===== src/rtl/ahb2apb_bridge_gen.sv =====
// AHB-Lite to APB bridge: single AHB transfers become APB SETUP/ACCESS
// sequences to one of NUM_SLV equal-size slave regions starting at BASE_ADDR.
// Out-of-range addresses produce a two-cycle AHB ERROR response.
// Optional feature: define APB_PSLVERR_EN to turn Pslverr into an AHB ERROR.
module ahb2apb_bridge_gen #(
    parameter int unsigned       ADDR_W        = 32,
    parameter int unsigned       DATA_W        = 32,
    parameter int unsigned       NUM_SLV       = 3,
    parameter logic [ADDR_W-1:0] BASE_ADDR     = 32'h8000_0000,
    parameter int unsigned       SLV_SIZE_LOG2 = 26
) (
    input  logic               Hclk_i,
    input  logic               Hreset_i,
    input  logic               Hwrite_i,
    input  logic               Hreadyin_i,
    input  logic [1:0]         Htrans_i,
    input  logic [ADDR_W-1:0]  Haddr_i,
    input  logic [DATA_W-1:0]  Hwdata_i,
    input  logic [DATA_W-1:0]  Prdata_i,
    input  logic               Pready_i,
    input  logic               Pslverr_i,
    output logic [NUM_SLV-1:0] Pselx_o,
    output logic [ADDR_W-1:0]  Paddr_o,
    output logic [DATA_W-1:0]  Pwdata_o,
    output logic               Pwrite_o,
    output logic               Penable_o,
    output logic               Hreadyout_o,
    output logic [1:0]         Hresp_o,
    output logic [DATA_W-1:0]  Hrdata_o
);

    localparam int unsigned IdxW = (NUM_SLV > 1) ? $clog2(NUM_SLV) : 1;

    typedef enum logic [2:0] {
        StIdle, StWwait, StSetup, StAccess, StErr1, StErr2
    } state_e;

    state_e              state_q, state_d;
    logic [ADDR_W-1:0]   paddr_q, paddr_d;
    logic [DATA_W-1:0]   pwdata_q, pwdata_d;
    logic                pwrite_q, pwrite_d;
    logic [IdxW-1:0]     idx_q, idx_d;

    logic [ADDR_W-1:0]   off;
    logic [ADDR_W-1:0]   idx_full;
    logic                in_range;
    logic                valid;
    logic                capture;
    logic                slv_err;
    logic [NUM_SLV-1:0]  sel_onehot;
    logic                unused_sig;

`ifdef APB_PSLVERR_EN
    assign slv_err    = Pslverr_i;
    assign unused_sig = Htrans_i[0];
`else
    // Port kept for a uniform interface; errors from peripherals are dropped.
    assign slv_err    = 1'b0;
    assign unused_sig = Htrans_i[0] ^ Pslverr_i;
`endif

    // Address decode of the current AHB address phase
    always_comb begin
        off      = Haddr_i - BASE_ADDR;
        idx_full = off >> SLV_SIZE_LOG2;
        in_range = (Haddr_i >= BASE_ADDR) && (idx_full < ADDR_W'(NUM_SLV));
        valid    = Hreadyin_i && Htrans_i[1];
    end

    assign sel_onehot = NUM_SLV'(1) << idx_q;

    // Next-state and output decode
    always_comb begin
        state_d     = state_q;
        paddr_d     = paddr_q;
        pwdata_d    = pwdata_q;
        pwrite_d    = pwrite_q;
        idx_d       = idx_q;
        Pselx_o     = '0;
        Penable_o   = 1'b0;
        Hreadyout_o = 1'b1;
        Hresp_o     = 2'b00;
        capture     = 1'b0;

        unique case (state_q)
            StIdle: capture = 1'b1;
            StWwait: begin
                Hreadyout_o = 1'b0;
                pwdata_d    = Hwdata_i;
                state_d     = StSetup;
            end
            StSetup: begin
                Pselx_o     = sel_onehot;
                Hreadyout_o = 1'b0;
                state_d     = StAccess;
            end
            StAccess: begin
                Pselx_o   = sel_onehot;
                Penable_o = 1'b1;
                if (!Pready_i) begin
                    Hreadyout_o = 1'b0;
                end else if (slv_err) begin
                    Hreadyout_o = 1'b0;
                    Hresp_o     = 2'b01;
                    state_d     = StErr2;
                end else begin
                    capture = 1'b1;
                end
            end
            StErr1: begin
                Hreadyout_o = 1'b0;
                Hresp_o     = 2'b01;
                state_d     = StErr2;
            end
            StErr2: begin
                Hresp_o = 2'b01;
                capture = 1'b1;
            end
            default: state_d = StIdle;
        endcase

        // Any cycle that ends with Hreadyout=1 may accept the next address phase
        if (capture) begin
            state_d = StIdle;
            if (valid) begin
                paddr_d  = Haddr_i;
                pwrite_d = Hwrite_i;
                idx_d    = idx_full[IdxW-1:0];
                if (!in_range)     state_d = StErr1;
                else if (Hwrite_i) state_d = StWwait;
                else               state_d = StSetup;
            end
        end
    end

    // State and APB address/data registers, synchronous reset
    always_ff @(posedge Hclk_i) begin
        if (Hreset_i) begin
            state_q  <= StIdle;
            paddr_q  <= '0;
            pwdata_q <= '0;
            pwrite_q <= 1'b0;
            idx_q    <= '0;
        end else begin
            state_q  <= state_d;
            paddr_q  <= paddr_d;
            pwdata_q <= pwdata_d;
            pwrite_q <= pwrite_d;
            idx_q    <= idx_d;
        end
    end

    assign Paddr_o  = paddr_q;
    assign Pwdata_o = pwdata_q;
    assign Pwrite_o = pwrite_q;
    assign Hrdata_o = (state_q == StAccess) ? Prdata_i : '0;

endmodule


===== config.mk =====
export PLATFORM = sky130hd
export DESIGN_NAME = ahb2apb_bridge_gen
export DESIGN_NICKNAME = d
export VERILOG_FILES = /design/src/rtl/ahb2apb_bridge_gen.sv
export SDC_FILE = /design/constraint.sdc
export NUM_CORES = 1
export LEC_CHECK = 0
export CAP_MARGIN = 10
export CORE_MARGIN = 5
export CORE_UTILIZATION = 36
export DETAILED_ROUTE_END_ITERATION = 7
export PLACE_DENSITY_LB_ADDON = 0.05
export RECOVER_POWER = 100
export SLEW_MARGIN = 40
export SYNTH_ARGS = -nofsm -noshare
export SYNTH_HDL_FRONTEND = slang
export SYNTH_SLANG_ARGS = --single-unit

===== constraint.sdc =====
create_clock -name Hclk_i -period 1.8 [get_ports Hclk_i]
set_input_delay 0.36 -clock Hclk_i [delete_from_list [all_inputs] [get_ports Hclk_i]]
set_output_delay 0.36 -clock Hclk_i [all_outputs]
set_load 0.005 [all_outputs]

==> impl_results.md <==
* Status: finished, final reports clean
* Critical path, cell by cell: inv_2 -> and3_4 -> buf_12 -> buf_12 -> and2_4 -> buf_2
* Tot Pwr at 0.00399 W
* Slew Viols, Final at 0
* Main combinational cell family by area after synthesis: simple AND/OR/NAND/NOR gates
* Die X at 103 um
* Metal3 WL at 1290 um
* Part of the power in the clock network at 36.4%
* Max-Cap Viols at 0
* Starting Density at 37.4%
* Final core utilization at 66.2%
* Synthesized-area fraction occupied by adder cells at 0%
* DR pass1 iterations at 4
* Post-DP HPWL at 7750 um
* FF+latch count, synth at 68
* Hold Worst Slack at 454 ps
* Top post-synthesis cells by area: dfxtp_1, nand2b_1, mux2i_1
* Avg Inst Size Synth at 8.71 sq um
* Initial antenna violation count at 0
* Sw Ratio at 23.4%
* Max Root-Sink Buffers at 2
* Final setup violation count at 0
* Max Fanout on Critical Path at 16
* Switch Pwr at 0.000936 W
* Share of the synthesized area in the top cell type at 43.9%
* Worst-path clk slew at 70 ps
* Final Hold Fails at 0
* Clk sinks at 68
* CP max stage delay at 340 ps
* Number of global-route vias before repair at 3071
* I/O Buffers at 204
* FP Rows at 33
* TritonCTS clock tree: yes
* Crit end category: output pin
* Register area share after synthesis at 43.9%
* Critical path arrival at 1390 ps
* Layout cells sized above 1 at 15.5%
* Area delta synth->final at 77.3%
* GRT Util Overall at 18.2%
* Synth Warn # at 0
* I/O pin count at 208
* CP Launch Type: register
* Drt drc at 0
* CTS H-Tree Depth at 3
* Final WS setup at 48.4 ps
* Netlist cell types at 33
* Flop pwr share at 41.5%
* Skew-Pair Late Insertion Delay at 330 ps
* Die Y at 103 um
* Syn Std Cell Area at 3100 sq um
* Nets at 674
* M1 WL at 3730 um
* Xor/xnor share of the synthesized area at 0%
* Fin crit period at 1750 ps
* Synth Area in Simple Gates at 31.8%
* Die area at 10600 sq um
* Total congestion overflow at 0
* Pre-CTS setup slack at -200 ps
* RSZ-0062 raised after global routing: true
* Comb pwr share at 22.1%
* WL/cell at 15.2 um
* CTS Buf Count at 9
* Met2 wire length at 5210 um
* Largest net degree at the start of global routing at 33
* Relative slew slack at 56.3%
* Fin crit share at 97.3%
* Core area at 8300 sq um
* Final wirelength at 10300 um
* Worst VDD drop at 0.440 mV
* Power Density at 726 nW/um^2
* P_int at 0.00305 W
* Max Fclk at 0.571 GHz
* Vias/cell at 4.62
* Required time of the critical path at 1440 ps
* Slowest CP cell: dfxtp_2
* Synth Area in Compound Gates at 8.43%
* Least-Margin Pin Slew at 656 ps
* Routability Congestion at 0.830
* Synthesized Nets at 460
* Cell taking the most area after synthesis: dfxtp_1
* Setup Crit Path Kind: reg2out
* DRT iter0 DRCs at 66
* Final Skew at 5.33 ps
* Root Buffer: clkbuf_8
* Top Layer Used: met4
* Mapped Cells at 356
* Hold Crit Class: reg2reg
* Ant diodes at 0
* Vias at 3142
* Post-DRT Antenna Nets at 0
* Crit-path most repeated cell: buf_12
* First-pass GRT wire length at 15100 um
* Post-synthesis mux area share at 10.7%
* Static leakage at 2.15 nW
==> metal layers <==
metal  vias up  GRT usage (%)
li1       1579              -
met1      1417           18.7
met2       136           33.4
met3        10           8.39
met4         0           5.08
met5         -              0
==> stage by stage <==
stage	area, sq um	cells	TNS (ps)
final	5500	680	0
after global routing	5500	680	-182
after CTS	5530	675	-982
after detailed placement	5290	656	-6090
after global placement	5290	656	-5190
after floorplan	3100	356	0
==> worst paths after layout <==
kind / slack (ps) / cells after the start / from / endpoint
worst max-delay path: 50 / 6 / state_q[2] / Hrdata_o[11]
worst min register to register: 450 / 2 / Pwdata_o[7] / Pwdata_o[7]
worst min-delay path: 450 / 2 / Pwdata_o[7] / Pwdata_o[7]
worst max register to register: 70 / 7 / state_q[1] / Paddr_o[2]
==> final cells by class <==
type | instances | area, sq um
Clock buffer | 12 | 165
Clock inverter | 4 | 70.1
Fill cell | 730 | 2800
Inverter | 1 | 3.75
Multi-Input combinational cell | 259 | 1610
Sequential cell | 68 | 1360
Tap cell | 105 | 131
Timing Repair Buffer | 231 | 2160
==> synth_stat cells, drive strengths merged <==
master	n
and2	32
nor3	1
nor4b	1
o2111ai	1
o32ai	1
nor2b	1
a221o	1
nand2	70
a31oi	1
nor3b	4
and3	1
or3b	2
mux2i	33
or2b	1
a21oi	34
conb	1
nor4bb	1
o21ba	1
inv	1
o21ai	1
nand3	1
nor2	1
buf	10
a221oi	1
and3b	1
dfxtp	68
nand2b	66
a311o	1
clkbuf	18
==> worst max-delay path: cells and delay by family, from the launching register on <==
family        cells  cell delay [ps]
buf+inv           4              420
flops             1              340
simple gates      2              300
==> logic make-up (layout without fill, tap and decap cells) <==
group / Yosys count / after routing
AND/OR/NAND/NOR: 183 / 183
flip-flops: 68 / 68
AO/OA/AOI/OAI: 42 / 42
multiplexers: 33 / 33
buffers and inverters: 29 / 248
other: 1 / 1
==> state kept, by name (all words and copies together) (netlist names) <==
signal,flops
Pwdata_o,32
Paddr_o,32
state_q,3
Pwrite_o,1
==> power by group through the flow <==
stage	Sequential (W)	Clock, W	Combinational (W)
after floorplan	0.00169	0	0.000332
after global placement	0.00168	0	0.000836
after detailed placement	0.00169	0	0.000851
after CTS	0.00165	0.00149	0.000853
after global routing	0.00167	0.00156	0.000955
final	0.00165	0.00145	0.000884
==> cells in the final DEF (no fill, tap or decap), types with 3 or more instances in the layout <==
master	netlist	final
clkdlybuf4s50_1	0	165
and2_1	32	28
buf_4	1	15
clkbuf_8	0	12
dfxtp_1	68	66
mux2i_1	33	33
and2_4	0	4
nand2_1	70	70
buf_12	0	3
dlygate4sd2_1	0	3
nand2b_1	66	66
buf_2	4	14
a21oi_1	34	34
clkbuf_2	0	21
buf_6	1	6
==> repair_timing <==
| action | 4_1_cts | 5_1_grt |
|---|---|---|
| gates cloned | 1 | 2 |
| gates resized for setup | 98 | 40 |
| hold buffers | 0 | 0 |
| pin swaps | 0 | 1 |
| endpoints found under the setup margin | 38 | 53 |
| buffers inserted | 2 | 4 |
No activity file was read; power rests on OpenSTA's default activity.
